[src/rtl/npu_dma_arbiter.sv]
`default_nettype none
// ============================================================================
// Module      : npu_dma_arbiter
// Description : Round-robin arbiter that shares the single NPU DMA request
//               channel among NUM_REQ requesters. Only one transfer is in
//               flight at a time. The arbiter records which requester owns
//               that transfer and returns the completion pulse to it.
//               Optional feature macro: NPU_DMA_ARB_WDOG_EN enables a
//               watchdog that aborts a WAIT lasting WDOG_CYCLES cycles.
// Ports       : clk, rst_n (async active-low)
//               req_valid/req_src/req_dst/req_bytes -> packed requester slots
//               req_ready (one-hot accept), resp_done (one-hot completion)
//               dma_req_valid/src/dst/bytes, dma_req_ready, dma_resp_done
//               busy, owner, spurious_done, timeout_err, err_clr
// Revision    : 1.0 - initial release
// ============================================================================
module npu_dma_arbiter #(
  parameter int NUM_REQ     = 2,
  parameter int ADDR_W      = 64,
  parameter int LEN_W       = 32,
  parameter int WDOG_CYCLES = 4096
) (
  input  logic                       clk,
  input  logic                       rst_n,
  input  logic [NUM_REQ-1:0]         req_valid,
  input  logic [NUM_REQ*ADDR_W-1:0]  req_src,
  input  logic [NUM_REQ*ADDR_W-1:0]  req_dst,
  input  logic [NUM_REQ*LEN_W-1:0]   req_bytes,
  output logic [NUM_REQ-1:0]         req_ready,
  output logic [NUM_REQ-1:0]         resp_done,
  output logic                       dma_req_valid,
  output logic [ADDR_W-1:0]          dma_req_src,
  output logic [ADDR_W-1:0]          dma_req_dst,
  output logic [LEN_W-1:0]           dma_req_bytes,
  input  logic                       dma_req_ready,
  input  logic                       dma_resp_done,
  output logic                       busy,
  output logic [$clog2(NUM_REQ)-1:0] owner,
  output logic                       spurious_done,
  output logic                       timeout_err,
  input  logic                       err_clr
);

  localparam int IDX_W = $clog2(NUM_REQ);

  typedef enum logic [1:0] {
    IDLE  = 2'd0,
    ISSUE = 2'd1,
    WAIT  = 2'd2
  } state_t;

  state_t           state;
  logic [IDX_W-1:0] rr_ptr;

  // Round-robin pick: first valid requester at or after rr_ptr, with wrap.
  logic             grant_any;
  logic [IDX_W-1:0] grant_idx;
  always_comb begin
    int idx;
    grant_any = 1'b0;
    grant_idx = '0;
    idx       = 0;
    for (int k = 0; k < NUM_REQ; k++) begin
      idx = int'(rr_ptr) + k;
      if (idx >= NUM_REQ) idx = idx - NUM_REQ;
      if (!grant_any && req_valid[idx]) begin
        grant_any = 1'b1;
        grant_idx = IDX_W'(idx);
      end
    end
  end

  logic [ADDR_W-1:0] sel_src;
  logic [ADDR_W-1:0] sel_dst;
  logic [LEN_W-1:0]  sel_bytes;
  assign sel_src   = req_src[int'(grant_idx)*ADDR_W +: ADDR_W];
  assign sel_dst   = req_dst[int'(grant_idx)*ADDR_W +: ADDR_W];
  assign sel_bytes = req_bytes[int'(grant_idx)*LEN_W +: LEN_W];

  // Accept is combinational so the requester sees it in the grant cycle.
  always_comb begin
    req_ready = '0;
    if (state == IDLE && grant_any) req_ready[grant_idx] = 1'b1;
  end

  assign busy = (state != IDLE);

  function automatic logic [NUM_REQ-1:0] onehot(input logic [IDX_W-1:0] i);
    logic [NUM_REQ-1:0] v;
    v    = '0;
    v[i] = 1'b1;
    return v;
  endfunction

  function automatic logic [IDX_W-1:0] next_ptr(input logic [IDX_W-1:0] i);
    return (i == IDX_W'(NUM_REQ - 1)) ? '0 : i + 1'b1;
  endfunction

  // A completion is only legal in WAIT or together with the ISSUE handshake.
  logic spur_evt;
  assign spur_evt = dma_resp_done &&
                    ((state == IDLE) || (state == ISSUE && !dma_req_ready));

  logic wdog_hit;
`ifdef NPU_DMA_ARB_WDOG_EN
  localparam int CNT_W = $clog2(WDOG_CYCLES + 1);
  logic [CNT_W-1:0] wdog_cnt;

  // Counter is zero outside WAIT, so it starts fresh on every entry.
  // It expires in the WDOG_CYCLES-th WAIT cycle.
  assign wdog_hit = (state == WAIT) && !dma_resp_done &&
                    (wdog_cnt == CNT_W'(WDOG_CYCLES - 1));

  always_ff @(posedge clk or negedge rst_n) begin
    if (!rst_n) begin
      wdog_cnt    <= '0;
      timeout_err <= 1'b0;
    end else begin
      if (state != WAIT) wdog_cnt <= '0;
      else               wdog_cnt <= wdog_cnt + 1'b1;
      if (wdog_hit)     timeout_err <= 1'b1;
      else if (err_clr) timeout_err <= 1'b0;
    end
  end
`else
  assign wdog_hit    = 1'b0;
  assign timeout_err = 1'b0;
`endif

  always_ff @(posedge clk or negedge rst_n) begin
    if (!rst_n) begin
      state         <= IDLE;
      rr_ptr        <= '0;
      owner         <= '0;
      resp_done     <= '0;
      dma_req_valid <= 1'b0;
      dma_req_src   <= '0;
      dma_req_dst   <= '0;
      dma_req_bytes <= '0;
      spurious_done <= 1'b0;
    end else begin
      resp_done <= '0;
      case (state)
        IDLE: begin
          if (grant_any) begin
            owner         <= grant_idx;
            dma_req_src   <= sel_src;
            dma_req_dst   <= sel_dst;
            dma_req_bytes <= sel_bytes;
            // Zero-length requests complete without touching the DMA engine.
            if (sel_bytes == '0) begin
              resp_done <= onehot(grant_idx);
              rr_ptr    <= next_ptr(grant_idx);
            end else begin
              state         <= ISSUE;
              dma_req_valid <= 1'b1;
            end
          end
        end
        ISSUE: begin
          if (dma_req_ready) begin
            dma_req_valid <= 1'b0;
            if (dma_resp_done) begin
              resp_done <= onehot(owner);
              rr_ptr    <= next_ptr(owner);
              state     <= IDLE;
            end else begin
              state <= WAIT;
            end
          end
        end
        WAIT: begin
          if (dma_resp_done || wdog_hit) begin
            resp_done <= onehot(owner);
            rr_ptr    <= next_ptr(owner);
            state     <= IDLE;
          end
        end
        default: begin
          state         <= IDLE;
          dma_req_valid <= 1'b0;
        end
      endcase

      // A new error event wins over a simultaneous clear.
      if (spur_evt)     spurious_done <= 1'b1;
      else if (err_clr) spurious_done <= 1'b0;
    end
  end

endmodule
`default_nettype wire
[config.mk]
export PLATFORM = sky130hd
export DESIGN_NAME = npu_dma_arbiter
export DESIGN_NICKNAME = d
export VERILOG_FILES = /design/src/rtl/npu_dma_arbiter.sv
export SDC_FILE = /design/constraint.sdc
export NUM_CORES = 1
export LEC_CHECK = 0
export CAP_MARGIN = 20
export CORE_AREA = 2 2 195 197
export DETAILED_ROUTE_END_ITERATION = 8
export DIE_AREA = 0 0 197 199
export GPL_TIMING_DRIVEN = 0
export SYNTH_ARGS = -nofsm -noshare
export SYNTH_HDL_FRONTEND = slang
export SYNTH_SLANG_ARGS = --single-unit
[constraint.sdc]
create_clock -name clk -period 2.5 [get_ports clk]
set_input_delay 0.5 -clock clk [delete_from_list [all_inputs] [get_ports clk]]
set_output_delay 0.5 -clock clk [all_outputs]
set_load 0.01 [all_outputs]
==> impl_metrics.json <==
{
  "power.leakage_nw": 6.07,
  "setup_ws_ns": 0.0733,
  "tightest_slew_ns": 0.702,
  "grt_pass1_wl_um": 48500,
  "drt.antenna.violating_nets": 0,
  "place.gp.congestion": 0.841,
  "fin_util_pct": 36.5,
  "finClkSkew_ns": 0.0114,
  "r2r_setup_slack_ns": 0.17,
  "n_antenna_cell": 0,
  "holdWs_ns": -0.0248,
  "first_pass_iters": 7,
  "place_area_um2": 12800,
  "synth-seq-area-share_pct": 57.8,
  "clk_pin_slew_worst_paths_ns": 0.07,
  "dpl.hpwl_um": 26500,
  "place_inst": 1613,
  "track_usage_pct": 16.7,
  "cellPowerDensity_nw_per_um2": 1150,
  "cts_tree": "yes",
  "synth_flop_cell": "dfrtp_1",
  "synth_edf_count": 0,
  "finalMaxSlewViolations": 0,
  "vias": 7654,
  "io_pins": 496,
  "ctsLongestPathBuffers": 2,
  "drt-vias-per-instance": 4.63,
  "cap_violations": 0,
  "place_ws_ns": -0.862,
  "holdCritPathClass": "in2async",
  "synth_most_common_cell": "dfrtp_1",
  "grt_pass1_vias": 7956,
  "numCtsBuffers": 17,
  "synthArstFlopShare_pct": 100,
  "drc": 0,
  "required_ns": 2.00,
  "post-route-period-util_pct": 97.1,
  "fin_cells": 1653,
  "die_x_um": 197,
  "grt_max_degree": 96,
  "cts_root_buf": "clkbuf_16",
  "post-synth-top-area-cell": "dfrtp_1",
  "nets": 1497,
  "path_class": "reg2out",
  "core-area_um2": 37100,
  "hold_viol": 5,
  "grt_overflow": 0,
  "setup_viol": 0,
  "drt_iter0_drc": 693,
  "routed_wirelength_um": 33900,
  "drive_gt1_share_pct": 7.12,
  "relSlewSlack_pct": 53.2,
  "htreeDepth": 4,
  "period_needed_ns": 2.43,
  "critPathCaptureType": "primary output",
  "max_freq_mhz": 412,
  "insertion_delay_ns": 0.45,
  "die_h_um": 199,
  "synth_seq_cells": 168,
  "yosys.cell_types.count": 36,
  "ys_top_cells_by_count": "dfrtp_1 (168), inv_1 (133), a222oi_1 (128)",
  "io_buffers": 494,
  "cp.arrival_ns": 1.93,
  "syn2layout_area_growth_pct": 86.2,
  "antenna_found_initial": 0,
  "startpoint_type": "register",
  "syn-cell-area_um2": 7280,
  "violations": "hold timing",
  "finalInstanceArea_um2": 13600,
  "ir_drop_mv": 0.477,
  "fp-row-count": 71,
  "status": "finished, violations left",
  "cts_sinks": 168,
  "ys_warn_count": 0,
  "initial_core_util_pct": 19.6,
  "netlist.area_leader.share_pct": 57.8,
  "synth.area.top_cells": "dfrtp_1 (58%), a222oi_1 (18%), inv_1 (6.9%)",
  "syn_inst": 644,
  "hold_buffers": 0,
  "synth_area_per_cell_um2": 11.3,
  "wl_per_cell_um": 20.5,
  "die_area_um2": 39200,
  "synth_nets": 975,
  "cp_max_fo": 8
}
-- registers in the layout, indices dropped and copies added, names as in the netlist, 2 cells and up --
signal and flops:
dma_req_dst 64, resp_done 2, dma_req_bytes 32, dma_req_src 64, state 2
-- what timing repair did --
item                       4_1_cts  5_1_grt
pin swaps                        1        1
gates resized for setup         17       10
buffers inserted                 4        4
setup endpoints to repair       59       16
-- cells in the final DEF (no fill, tap or decap), types with 17 or more instances in the layout --
cell type,instances
a222oi_1,128
buf_2,19
clkbuf_1,22
clkbuf_16,17
clkdlybuf4s50_1,490
dfrtp_1,168
inv_1,130
mux2i_1,33
nand2_1,41
nor4_1,17
o21ai_0,35
-- final timing paths --
path                             startpoint           endpoint  cells after the start
max                                state[0]       req_ready[1]                      8
max reg2reg                        state[0]    dma_req_src[38]                     10
max in group asynchronous             rst_n    dma_req_dst[59]                      2
min in group clk           dma_req_bytes[3]   dma_req_bytes[3]                      2
min                                   rst_n  dma_req_bytes[22]                      1
min reg2reg                dma_req_bytes[3]   dma_req_bytes[3]                      2
-- critical path: stages (launching register included) --
cell and delay [ns]:
dfrtp_1 0.40, inv_2 0.07, ha_2 0.18, buf_8 0.12, inv_2 0.05, or2_4 0.27
inv_4 0.08, buf_8 0.10, clkdlybuf4s15_2 0.21
-- report_power, final --
group          switching [mW]  internal, mW  leakage (nW)
logic                    3.73          4.28          3.74
registers               0.767          4.08          2.05
clock network            1.22          1.46         0.272
-- final cells by class --
| type | count | area, µm² |
|---|---|---|
| Buffer | 55 | 280 |
| Tap cell | 474 | 593 |
| Fill cell | 3708 | 23600 |
| Sequential cell | 168 | 4200 |
| Inverter | 135 | 509 |
| Timing Repair Buffer | 503 | 5040 |
| Multi-Input combinational cell | 286 | 2340 |
| Clock buffer | 20 | 467 |
| Clock inverter | 12 | 116 |
-- through the flow --
step	TNS (ns)	total power, mW
after floorplan	0	8.24
after global placement	-1128.36	12.7
after detailed placement	-37.85	12.8
after CTS	0	15.7
after global routing	-0.0137	16.6
final	0	15.5
-- metal layers --
layer	routed length [µm]	track usage (%)
met1	13100	19.3
met2	16700	28.4
met5	0	0
met4	823	5.76
met3	3240	6.02
-- logic make-up (layout without fill, tap and decap cells) --
family / Yosys count / after routing / synth area share [%]
buffers and inverters: 190 / 725 / 10.4
flip-flops: 168 / 168 / 57.8
AO/OA/AOI/OAI: 177 / 177 / 21.6
multiplexers: 34 / 34 / 4.75
other: 1 / 1 / 0.0515
adder cells (fa/ha/maj): 4 / 4 / 0.688
AND/OR/NAND/NOR: 70 / 70 / 4.80
Power figures use the tool's default switching activity.
